File: src/rtl/bloom_bitarray_arbiter_if.sv
// ---------------------------------------------------------------------------
// bloom_bitarray_arbiter_if
//
// Bundles every handshake and RAM-bus signal of the Bloom-filter bit-array
// arbiter. The clock and reset stay outside the interface as plain ports.
//
// Signal summary (K = NUM_HASH):
//   ins_valid / ins_ready / ins_idx[K*ADDR_W]   insert (learn) request
//   qry_valid / qry_ready / qry_idx[K*ADDR_W]   query (lookup) request
//   res_valid / res_hit / res_ready             query result handshake
//   clr_req / clr_busy                          whole-array clear request
//   busy                                        arbiter not idle
//   mem_addr / mem_we / mem_din / mem_dout      single-port 1-bit RAM bus
//
// Modports:
//   slave  - the arbiter itself
//   master - the environment (hash stage, decision FSM, RAM)
// ---------------------------------------------------------------------------
interface bloom_bitarray_arbiter_if #(
  parameter int ADDR_W   = 3,
  parameter int NUM_HASH = 3
);
  logic                         ins_valid;
  logic                         ins_ready;
  logic [NUM_HASH*ADDR_W-1:0]   ins_idx;
  logic                         qry_valid;
  logic                         qry_ready;
  logic [NUM_HASH*ADDR_W-1:0]   qry_idx;
  logic                         res_valid;
  logic                         res_hit;
  logic                         res_ready;
  logic                         clr_req;
  logic                         clr_busy;
  logic                         busy;
  logic [ADDR_W-1:0]            mem_addr;
  logic                         mem_we;
  logic                         mem_din;
  logic                         mem_dout;

  modport slave (
    input  ins_valid, ins_idx, qry_valid, qry_idx, res_ready, clr_req, mem_dout,
    output ins_ready, qry_ready, res_valid, res_hit, clr_busy, busy,
           mem_addr, mem_we, mem_din
  );

  modport master (
    output ins_valid, ins_idx, qry_valid, qry_idx, res_ready, clr_req, mem_dout,
    input  ins_ready, qry_ready, res_valid, res_hit, clr_busy, busy,
           mem_addr, mem_we, mem_din
  );
endinterface

File: src/rtl/bloom_bitarray_arbiter.sv
// ---------------------------------------------------------------------------
// bloom_bitarray_arbiter
//
// Sequencer/arbiter for the Bloom-filter bit array (single-port RAM, 1 bit
// wide, 1-cycle read latency). Three requesters share the RAM: insert,
// query and a clear engine. Each accepted request is expanded into one RAM
// cycle per hash index; a query ANDs its K read bits into a hit flag.
//
// Ports:
//   clk  - clock
//   rst  - synchronous reset, active high (RAM contents are untouched)
//   bus  - bloom_bitarray_arbiter_if.slave, carrying the insert, query,
//          result, clear and RAM signals
//
// Parameters:
//   ADDR_W    bit-array address width (array holds 2**ADDR_W bits)
//   NUM_HASH  indices per request (K >= 1)
//
// Build option:
//   BLOOM_RR_ARB_EN  defined   -> round-robin insert/query arbitration
//                    undefined -> fixed priority, insert over query
// ---------------------------------------------------------------------------
module bloom_bitarray_arbiter #(
  parameter int ADDR_W   = 3,
  parameter int NUM_HASH = 3
) (
  input  logic                       clk,
  input  logic                       rst,
  bloom_bitarray_arbiter_if.slave    bus
);

  localparam logic [2:0] ST_IDLE = 3'd0;
  localparam logic [2:0] ST_INS  = 3'd1;
  localparam logic [2:0] ST_QRD  = 3'd2;
  localparam logic [2:0] ST_QWT  = 3'd3;
  localparam logic [2:0] ST_RESP = 3'd4;
  localparam logic [2:0] ST_CLR  = 3'd5;

  localparam int IDX_W = (NUM_HASH > 1) ? $clog2(NUM_HASH) : 1;
  localparam int REQ_W = NUM_HASH * ADDR_W;

  localparam logic [IDX_W-1:0]  IDX_LAST = IDX_W'(NUM_HASH - 1);
  localparam logic [ADDR_W-1:0] CLR_LAST = '1;

  logic [2:0]        state_reg,   state_next;
  logic [IDX_W-1:0]  idx_cnt_reg, idx_cnt_next;
  logic [ADDR_W-1:0] clr_cnt_reg, clr_cnt_next;
  logic [REQ_W-1:0]  req_idx_reg, req_idx_next;
  logic              hit_reg,     hit_next;
  logic              rd_pend_reg, rd_pend_next;
  logic              clr_pend_reg, clr_pend_next;
`ifdef BLOOM_RR_ARB_EN
  // 1 = query gets the grant on the next insert/query collision.
  logic              qry_first_reg, qry_first_next;
`endif

  // Latched request indices, unpacked so the counter can select one.
  logic [ADDR_W-1:0] idx_arr [NUM_HASH];

  generate
    for (genvar gi = 0; gi < NUM_HASH; gi++) begin : g_unpack
      assign idx_arr[gi] = req_idx_reg[gi*ADDR_W +: ADDR_W];
    end
  endgenerate

  // -------------------------------------------------------------------------
  // Arbitration. Requests are only accepted in IDLE with no clear waiting.
  // Each ready looks at the other port's valid, never at its own.
  // -------------------------------------------------------------------------
  logic arb_open;
  logic ins_win;
  logic qry_win;
  logic ins_take;
  logic qry_take;

  assign arb_open = (state_reg == ST_IDLE) && !clr_pend_reg && !rst;

`ifdef BLOOM_RR_ARB_EN
  assign ins_win = !(bus.qry_valid && qry_first_reg);
  assign qry_win = !bus.ins_valid || qry_first_reg;
`else
  assign ins_win = 1'b1;
  assign qry_win = !bus.ins_valid;
`endif

  assign bus.ins_ready = arb_open && ins_win;
  assign bus.qry_ready = arb_open && qry_win;

  assign ins_take = bus.ins_ready && bus.ins_valid;
  assign qry_take = bus.qry_ready && bus.qry_valid;

  // -------------------------------------------------------------------------
  // Next-state logic
  // -------------------------------------------------------------------------
  always_comb begin
    state_next    = state_reg;
    idx_cnt_next  = idx_cnt_reg;
    clr_cnt_next  = clr_cnt_reg;
    req_idx_next  = req_idx_reg;
    hit_next      = hit_reg;
    // A read issued in QRD returns its data one cycle later, so the
    // accumulator is updated in the cycle after each QRD cycle.
    rd_pend_next  = (state_reg == ST_QRD);
    clr_pend_next = clr_pend_reg | bus.clr_req;
`ifdef BLOOM_RR_ARB_EN
    qry_first_next = qry_first_reg;
`endif

    if (rd_pend_reg) begin
      hit_next = hit_reg & bus.mem_dout;
    end

    case (state_reg)
      ST_IDLE: begin
        if (clr_pend_reg) begin
          // Every pulse seen up to and including this cycle is covered by
          // the sweep that starts now.
          state_next    = ST_CLR;
          clr_cnt_next  = '0;
          clr_pend_next = 1'b0;
        end else if (ins_take) begin
          state_next   = ST_INS;
          req_idx_next = bus.ins_idx;
          idx_cnt_next = '0;
`ifdef BLOOM_RR_ARB_EN
          qry_first_next = 1'b1;
`endif
        end else if (qry_take) begin
          state_next   = ST_QRD;
          req_idx_next = bus.qry_idx;
          idx_cnt_next = '0;
          hit_next     = 1'b1;
`ifdef BLOOM_RR_ARB_EN
          qry_first_next = 1'b0;
`endif
        end
      end

      ST_INS: begin
        if (idx_cnt_reg == IDX_LAST) begin
          state_next = ST_IDLE;
        end else begin
          idx_cnt_next = idx_cnt_reg + 1'b1;
        end
      end

      ST_QRD: begin
        if (idx_cnt_reg == IDX_LAST) begin
          state_next = ST_QWT;
        end else begin
          idx_cnt_next = idx_cnt_reg + 1'b1;
        end
      end

      // Waits for the final read bit to land in the accumulator.
      ST_QWT: begin
        state_next = ST_RESP;
      end

      ST_RESP: begin
        if (bus.res_ready) begin
          state_next = ST_IDLE;
        end
      end

      ST_CLR: begin
        clr_cnt_next = clr_cnt_reg + 1'b1;
        if (clr_cnt_reg == CLR_LAST) begin
          state_next = ST_IDLE;
        end
      end

      default: begin
        state_next = ST_IDLE;
      end
    endcase
  end

  // -------------------------------------------------------------------------
  // State registers
  // -------------------------------------------------------------------------
  always_ff @(posedge clk) begin
    if (rst) begin
      state_reg    <= ST_IDLE;
      idx_cnt_reg  <= '0;
      clr_cnt_reg  <= '0;
      req_idx_reg  <= '0;
      hit_reg      <= 1'b0;
      rd_pend_reg  <= 1'b0;
      clr_pend_reg <= 1'b0;
`ifdef BLOOM_RR_ARB_EN
      qry_first_reg <= 1'b0;
`endif
    end else begin
      state_reg    <= state_next;
      idx_cnt_reg  <= idx_cnt_next;
      clr_cnt_reg  <= clr_cnt_next;
      req_idx_reg  <= req_idx_next;
      hit_reg      <= hit_next;
      rd_pend_reg  <= rd_pend_next;
      clr_pend_reg <= clr_pend_next;
`ifdef BLOOM_RR_ARB_EN
      qry_first_reg <= qry_first_next;
`endif
    end
  end

  // -------------------------------------------------------------------------
  // Outputs. Write enable is gated by rst so an operation interrupted by
  // reset issues no write in the reset cycle itself.
  // -------------------------------------------------------------------------
  always_comb begin
    bus.mem_addr = '0;
    bus.mem_we   = 1'b0;
    bus.mem_din  = 1'b0;
    case (state_reg)
      ST_INS: begin
        bus.mem_addr = idx_arr[idx_cnt_reg];
        bus.mem_we   = !rst;
        bus.mem_din  = 1'b1;
      end
      ST_QRD: begin
        bus.mem_addr = idx_arr[idx_cnt_reg];
      end
      ST_CLR: begin
        bus.mem_addr = clr_cnt_reg;
        bus.mem_we   = !rst;
      end
      default: begin
        bus.mem_addr = '0;
      end
    endcase
  end

  assign bus.res_valid = (state_reg == ST_RESP);
  assign bus.res_hit   = (state_reg == ST_RESP) && hit_reg;
  assign bus.busy      = (state_reg != ST_IDLE);
  assign bus.clr_busy  = clr_pend_reg || (state_reg == ST_CLR);

endmodule

File: src/flat_wrapper.sv
// flat-port wrapper written by rule: the top's interface ports become plain ports
module bloom_bitarray_arbiter_flat 
#(
  parameter int ADDR_W   = 3,
  parameter int NUM_HASH = 3
)
  (clk, rst, bus_ins_valid, bus_ins_idx, bus_qry_valid, bus_qry_idx, bus_res_ready, bus_clr_req, bus_mem_dout, bus_ins_ready, bus_qry_ready, bus_res_valid, bus_res_hit, bus_clr_busy, bus_busy, bus_mem_addr, bus_mem_we, bus_mem_din);
  bloom_bitarray_arbiter_if #(.ADDR_W(ADDR_W), .NUM_HASH(NUM_HASH)) bus_i ();
  input  logic clk;
  input  logic rst;
  input wire logic [$bits(bus_i.ins_valid)-1:0] bus_ins_valid;
  input wire logic [$bits(bus_i.ins_idx)-1:0] bus_ins_idx;
  input wire logic [$bits(bus_i.qry_valid)-1:0] bus_qry_valid;
  input wire logic [$bits(bus_i.qry_idx)-1:0] bus_qry_idx;
  input wire logic [$bits(bus_i.res_ready)-1:0] bus_res_ready;
  input wire logic [$bits(bus_i.clr_req)-1:0] bus_clr_req;
  input wire logic [$bits(bus_i.mem_dout)-1:0] bus_mem_dout;
  output wire logic [$bits(bus_i.ins_ready)-1:0] bus_ins_ready;
  output wire logic [$bits(bus_i.qry_ready)-1:0] bus_qry_ready;
  output wire logic [$bits(bus_i.res_valid)-1:0] bus_res_valid;
  output wire logic [$bits(bus_i.res_hit)-1:0] bus_res_hit;
  output wire logic [$bits(bus_i.clr_busy)-1:0] bus_clr_busy;
  output wire logic [$bits(bus_i.busy)-1:0] bus_busy;
  output wire logic [$bits(bus_i.mem_addr)-1:0] bus_mem_addr;
  output wire logic [$bits(bus_i.mem_we)-1:0] bus_mem_we;
  output wire logic [$bits(bus_i.mem_din)-1:0] bus_mem_din;
  assign bus_i.ins_valid = bus_ins_valid;
  assign bus_i.ins_idx = bus_ins_idx;
  assign bus_i.qry_valid = bus_qry_valid;
  assign bus_i.qry_idx = bus_qry_idx;
  assign bus_i.res_ready = bus_res_ready;
  assign bus_i.clr_req = bus_clr_req;
  assign bus_i.mem_dout = bus_mem_dout;
  assign bus_ins_ready = bus_i.ins_ready;
  assign bus_qry_ready = bus_i.qry_ready;
  assign bus_res_valid = bus_i.res_valid;
  assign bus_res_hit = bus_i.res_hit;
  assign bus_clr_busy = bus_i.clr_busy;
  assign bus_busy = bus_i.busy;
  assign bus_mem_addr = bus_i.mem_addr;
  assign bus_mem_we = bus_i.mem_we;
  assign bus_mem_din = bus_i.mem_din;
  bloom_bitarray_arbiter #(.ADDR_W(ADDR_W), .NUM_HASH(NUM_HASH)) u_core (.clk(clk), .rst(rst), .bus(bus_i));
endmodule
File: config.mk
export PLATFORM = sky130hd
export DESIGN_NAME = bloom_bitarray_arbiter_flat
export DESIGN_NICKNAME = d
export VERILOG_FILES = /design/src/rtl/bloom_bitarray_arbiter_if.sv /design/src/rtl/bloom_bitarray_arbiter.sv /design/src/flat_wrapper.sv
export SDC_FILE = /design/constraint.sdc
export NUM_CORES = 1
export LEC_CHECK = 0
export ABC_AREA = 1
export CORE_MARGIN = 1.5
export CORE_UTILIZATION = 47
export CTS_CLUSTER_SIZE = 14
export DETAILED_ROUTE_END_ITERATION = 7
export PLACE_DENSITY = 0.9
export SLEW_MARGIN = 20
export SYNTH_ARGS = -nofsm -noshare
export SYNTH_HDL_FRONTEND = slang
export SYNTH_SLANG_ARGS = --single-unit
File: constraint.sdc
create_clock -name clk -period 1.79 [get_ports clk]
set_input_delay 0.358 -clock clk [delete_from_list [all_inputs] [get_ports clk]]
set_output_delay 0.358 -clock clk [all_outputs]
set_load 0.05 [all_outputs]
==> results by group, run 1 <==
Yosys
  – Sequential area share after synthesis: 32.2%
  – Yosys reg bits: 20
  – Synth unique cells: 27
  – Share of the synthesized area in the top cell type: 32.2%
  – Largest area contributor in the netlist: dfxtp_1
  – Mapped cell area: 1240 sq um
  – Average size of a mapped cell: 6.87 sq um
  – Syn Nets: 209
  – Synth area leaders: dfxtp_1 32%, nand2_1 11%, inv_1 7.8%, nand3_1 6.4%, a21oi_1 6.0%
  – YS warnings: 0
  – Post-Syn Instances: 181

Power
  – Sw frac: 48.4%
  – Seq pwr share: 26.2%
  – Cell-internal power: 1.31 mW
  – Leak: 0.870 nW
  – Max VDD drop: 1.28 mV
  – Total power: 2.54 mW
  – Sw power: 1.23 mW
  – Clock Power Share: 8.6%
  – Combinational Power Share: 65.2%
  – Power Density: 1320 nW/um^2

GRT
  – Overflow after GRT: 0
  – Largest net degree at the start of global routing: 11
  – Number of global-route vias before repair: 1304
  – Global-route wire length before repair: 5250 um
  – Initial antenna violation count: 0
  – All-Layer GR Usage: 24.5%

CTS
  – Num CTS Buffers: 3
  – Root buf cell: clkbuf_4
  – Clock Path Buffers: 2
  – Hold_buf cts: 0
  – Clock transition at the registers of the reported paths: 0.11 ns
  – TritonCTS clock tree: built
  – CTS HTree Levels: 1
  – Worst-Skew Late Latency: 0.31 ns
  – Clock sinks: 20

Finish
  – Final core occ: 77.1%
  – Commonest non-fill, non-tap cells in the layout: 38 x nand2_1, 24 x inv_1, 24 x clkdlybuf4s50_1, 16 x nor2_1
  – Nets: 257
  – Fin cells: 257
  – Max reg flops: 9
  – Area delta synth->final: 54.9%
  – Most common cell after layout, fill and taps aside: nand2_1
  – Layout cell share with drive strength beyond 1: 27.3%
  – Antenna diodes: 0
  – Fill cells: 158

Worst setup path
  – Largest fanout on the critical path: 6
  – Crit-path slowest cell: dfxtp_4
  – Critical R2R Capture: u_core.state_reg[1]
  – CP startpoint kind: register
  – Family with the most delay on the worst path: flip-flops
  – Worst setup path start: u_core.idx_cnt_reg[0]
  – Reg-to-Reg Start: u_core.clr_cnt_reg[0]
  – Crit end category: output port
  – Reg2Reg Setup Slack: 0.31 ns
  – Worst R2R Path Depth: 8
  – Crit path largest cell delay: 0.42 ns
  – Data arrival, critical path: 1.41 ns
  – CP Cell Sequence: inv_8 -> buf_6 -> nand3_2 -> o31ai_2 -> a22o_1 -> buf_12
  – Setup Crit Path Kind: register to output port
  – Req. time, crit path: 1.43 ns
  – Bufs and invs on worst path: 3

Floorplanning
  – Starting density of the core: 49.7%
  – DIE AREA: 2960 sq um
  – Chip Width: 54.4 um
  – Die Ht: 54.4 um
  – Io pins: 36
  – Core Footprint: 2500 sq um
  – Row cnt: 18

Drt
  – 1st-pass router iterations: 4
  – DR vias: 1364
  – Drt first-iter violations: 51
  – Post-route DRC: 0
  – Mean routed wirelength per cell: 13.4 um
  – Final ANT Viol Nets: 0
  – Vias per cell: 5.31
  – Total routed wirelength: 3440 um

Timing
  – Fin crit period: 1.77 ns
  – Slew Limit Headroom: 72.2%
  – Hold Violations, Final: 0
  – Fin. max-slew vios: 0
  – Max Fclk: 566 MHz
  – Final setup fails: 0
  – Worst Tran Pin Value: 0.416 ns
  – Final period utilization: 98.7%
  – Skew final: 0.00328 ns
  – Fin Setup TNS: 0 ns
  – RSZ-0062 raised after global routing: yes
  – Hold Slack: 0.515 ns

Worst hold path
  – HP Start: u_core.clr_cnt_reg[2]
  – Hold endpoint: u_core.clr_cnt_reg[2]
  – Hold Path Depth: 2
  – Hold crit path type: register to register

Placed design
  – DP Wirelength: 2450 um
  – PortBufs: 35
  – Placed cells: 250
  – GPL Wtd Cong: 0.982

Flow run
  – Max cap viols: 0

Status
  – Run status: finished, final reports clean
worst reg2reg max path, delay by kind of cell (launching register included):
family                   cells  cell delay (ns)
AND/OR/NAND/NOR              6             0.64
flip-flops                   1             0.41
adder cells (fa/ha/maj)      2             0.34
worst max-delay path by stage:
stage,cells past startpoint,end,slack (ns)
2_1_floorplan,5,bus_qry_ready,0.10
3_3_place_gp,4,bus_mem_we,0.02
3_5_place_dp,6,u_core.idx_cnt_reg[0],-0.008
4_1_cts,5,bus_mem_addr[0],0.002
5_1_grt,5,bus_qry_ready,-0.03
6_report,6,bus_mem_addr[2],0.02
final cells by class:
| cell class | instances | area (sq um) | area share (%) |
|---|---|---|---|
| Sequential cell | 20 | 414 | 21.5 |
| Tap cell | 30 | 37.5 | 1.95 |
| Multi-Input combinational cell | 128 | 783 | 40.6 |
| Timing Repair Buffer | 46 | 547 | 28.4 |
| Inverter | 30 | 123 | 6.36 |
| Clock buffer | 3 | 22.5 | 1.17 |
stage by stage:
stage / worst slack, ns / area, sq um
after floorplan: 0.102 / 1250
after global placement: 0.0229 / 1780
after detailed placement: -0.00792 / 1780
after CTS: 0.00185 / 1840
after global routing: -0.0280 / 1930
final: 0.0226 / 1930
cells in the mapped netlist:
master	instances
nor3_1	1
a21oi_2	1
o21ai_1	1
dfxtp_1	20
nand2_1	38
a21oi_1	15
and2_4	1
buf_6	1
nor3_2	1
buf_2	1
o31ai_1	3
nor2_4	2
nor2_8	2
nor2_1	19
clkbuf_1	1
a31oi_1	2
o211ai_1	2
inv_1	26
nand3_1	16
nor2_2	1
nand4_2	1
ha_1	3
o21ai_0	8
inv_2	4
a22o_1	3
nand2_2	3
nand3_2	5
per-layer routing:
metal,global-route usage [%],part of all wire (%),wire (um)
met2,41.4,50,1720
met5,0,0,0
met1,29.8,42,1450
met4,15.0,3.2,109
met3,2.46,4.4,152
what timing repair did:
| action | CTS | global route |
|---|---|---|
| setup buffers | 3 | 1 |
| gates resized for setup | 9 | 19 |
| setup endpoints to repair | 3 | 5 |
| pin swaps | 2 | 6 |
cells by family (layout without fill, tap and decap cells):
group           Yosys count  count (layout)  synth area share, %
compound gates           35              35                 16.5
fa+ha+maj                 3               3                 3.02
buf+inv                  33              79                 10.7
flops                    20              20                 32.2
simple gates             90              90                 37.6
power by group through the flow:
stage / Combinational (mW) / Sequential [mW] / Clock, mW
CTS: 1.52 / 0.642 / 0.219
detailed placement: 1.48 / 0.633 / 0
floorplan: 0.969 / 0.613 / 0
global route: 1.77 / 0.677 / 0.232
global placement: 1.45 / 0.629 / 0
finish: 1.66 / 0.667 / 0.219
No activity file was read; power rests on OpenSTA's default activity.
==> run 2: changes to the inputs <==
==> constraint.sdc (replaced) <==
create_clock -name clk -period 1.79 [get_ports clk]
set_input_delay 0.537 -clock clk [delete_from_list [all_inputs] [get_ports clk]]
set_output_delay 0.537 -clock clk [all_outputs]
set_load 0.05 [all_outputs]
==> results by group, run 2 (synthesis gave the netlist of run 1 again) <==
Status
  – Run status: finished, violations left
  – Failing checks: negative setup slack

Floorplanning
  – Die Ht: 54.4 um
  – Row cnt: 18
  – Io pins: 36
  – Starting density of the core: 49.7%
  – DIE AREA: 2960 sq um
  – Core Footprint: 2500 sq um
  – Chip Width: 54.4 um

Power
  – Total power: 2.82 mW
  – Max VDD drop: 1.50 mV
  – Leak: 0.901 nW
  – Power Density: 1400 nW/um^2

Placed design
  – Placed cell area: 1840 sq um
  – PortBufs: 35
  – Placed cells: 254
  – Worst slack, placed: -0.333 ns
  – DP Wirelength: 2380 um
  – GPL Wtd Cong: 0.875

CTS
  – TritonCTS clock tree: built
  – Clock sinks: 20
  – Num CTS Buffers: 3
  – Hold_buf cts: 0
  – Clock Path Buffers: 2
  – Worst-Skew Late Latency: 0.32 ns
  – Root buf cell: clkbuf_4
  – Clock transition at the registers of the reported paths: 0.13 ns
  – CTS HTree Levels: 1

GRT
  – Largest net degree at the start of global routing: 13
  – Overflow after GRT: 0
  – All-Layer GR Usage: 25.3%
  – Global-route wire length before repair: 5290 um
  – Number of global-route vias before repair: 1235
  – Initial antenna violation count: 0

Drt
  – Final ANT Viol Nets: 0
  – Mean routed wirelength per cell: 13.8 um
  – Drt first-iter violations: 30
  – Total routed wirelength: 3630 um
  – Post-route DRC: 0
  – DR vias: 1440
  – 1st-pass router iterations: 4
  – Vias per cell: 5.50

Flow run
  – Max cap viols: 0

Worst setup path
  – CP Cell Sequence: inv_4 -> nor2_1 -> o31ai_2 -> a22o_1 -> buf_12
  – Worst R2R Path Depth: 7
  – Data arrival, critical path: 1.42 ns
  – Crit-path slowest cell: dfxtp_4
  – Bufs and invs on worst path: 2
  – Critical R2R Capture: u_core.idx_cnt_reg[1]
  – CP startpoint kind: register
  – Crit path largest cell delay: 0.40 ns
  – Crit end category: output port
  – Reg-to-Reg Start: u_core.state_reg[1]
  – Reg2Reg Setup Slack: 0.25 ns
  – Largest fanout on the critical path: 6
  – Setup Crit Path Kind: register to output port
  – Family with the most delay on the worst path: compound AO/OA/AOI/OAI gates
  – Req. time, crit path: 1.25 ns

Finish
  – Max reg flops: 9
  – Nets: 261
  – Layout cell share with drive strength beyond 1: 31.5%
  – Commonest non-fill, non-tap cells in the layout: 36 x nand2_1, 22 x inv_1, 22 x clkdlybuf4s50_1
  – Final core occ: 80.6%
  – Area delta synth->final: 62.0%
  – Most common cell after layout, fill and taps aside: nand2_1
  – Fin cells: 262
  – Antenna diodes: 0
  – Post-route cell area: 2010 sq um

Timing
  – Slew Limit Headroom: 70.6%
  – Post-route setup slack: -0.165 ns
  – Fin crit period: 1.96 ns
  – Final setup fails: 8
  – Fin. max-slew vios: 0
  – Skew final: 0.00163 ns
  – RSZ-0062 raised after global routing: yes
  – Max Fclk: 511 MHz
  – Final period utilization: 109%
  – Worst Tran Pin Value: 0.441 ns
  – Fin Setup TNS: -0.795 ns
  – Hold Violations, Final: 0
  – Hold Slack: 0.500 ns

Worst hold path
  – Hold endpoint: u_core.clr_cnt_reg[2]
  – Hold Path Depth: 2
  – Hold crit path type: register to register
  – HP Start: u_core.clr_cnt_reg[2]
run 2: worst register-to-register path, stage by stage (launching register included):
cell and delay [ns]:
dfxtp_4 0.40, nor2_4 0.23, nand4_4 0.13, buf_4 0.22, o21ai_1 0.21, nand2_1 0.12
nand2_1 0.08, a21oi_1 0.06
run 2: how the worst max path moves through the flow:
stage / slack, ns / start / depth (start not counted) / endpoint
6_report: -0.17 / u_core.idx_cnt_reg[0] / 5 / bus_mem_addr[2]
2_1_floorplan: -0.03 / rst / 5 / bus_qry_ready
3_5_place_dp: -0.33 / rst / 4 / bus_mem_we
4_1_cts: -0.18 / u_core.idx_cnt_reg[0] / 5 / bus_mem_addr[2]
3_3_place_gp: -0.32 / rst / 4 / bus_mem_we
5_1_grt: -0.22 / u_core.idx_cnt_reg[0] / 5 / bus_mem_addr[2]
run 2: layout make-up:
type / instances / area, sq um
clock buffers: 3 / 22.5
fillers: 142 / 485
repair buffers: 50 / 574
flip-flops and latches: 20 / 417
inverters: 30 / 128
multi-input cells: 128 / 806
clock inverters: 1 / 30.0
well taps: 30 / 37.5
run 2: what timing repair did:
action / in CTS / in global routing
gates cloned: 0 / 0
resized for setup: 24 / 14
pin swaps: 6 / 5
buffers inserted: 1 / 3
endpoints found under the setup margin: 9 / 10
run 2: power breakdown:
part | internal (mW) | switching [mW] | leakage [nW]
combinational | 0.752 | 1.01 | 0.706
sequential | 0.548 | 0.112 | 0.167
clock | 0.227 | 0.166 | 0.0279
run 2: metal layers:
layer | track usage [%] | wire length [um] | share of wire [%] | vias up
met5 | 0 | 0 | 0 | -
met4 | 13.8 | 100 | 2.8 | 0
met3 | 3.55 | 237 | 6.5 | 11
met1 | 32.5 | 1510 | 42 | 663
met2 | 40.6 | 1770 | 49 | 62
li1 | - | - | - | 704
==> run 3: changes to the inputs <==
GPL_ROUTABILITY_DRIVEN = 0   (was unset)
HOLD_SLACK_MARGIN = 0.1   (was unset)
SLEW_MARGIN = unset   (was 20)
==> results of run 3 <==
No change in the layout: final DEF, timing and power equal those of run 2.
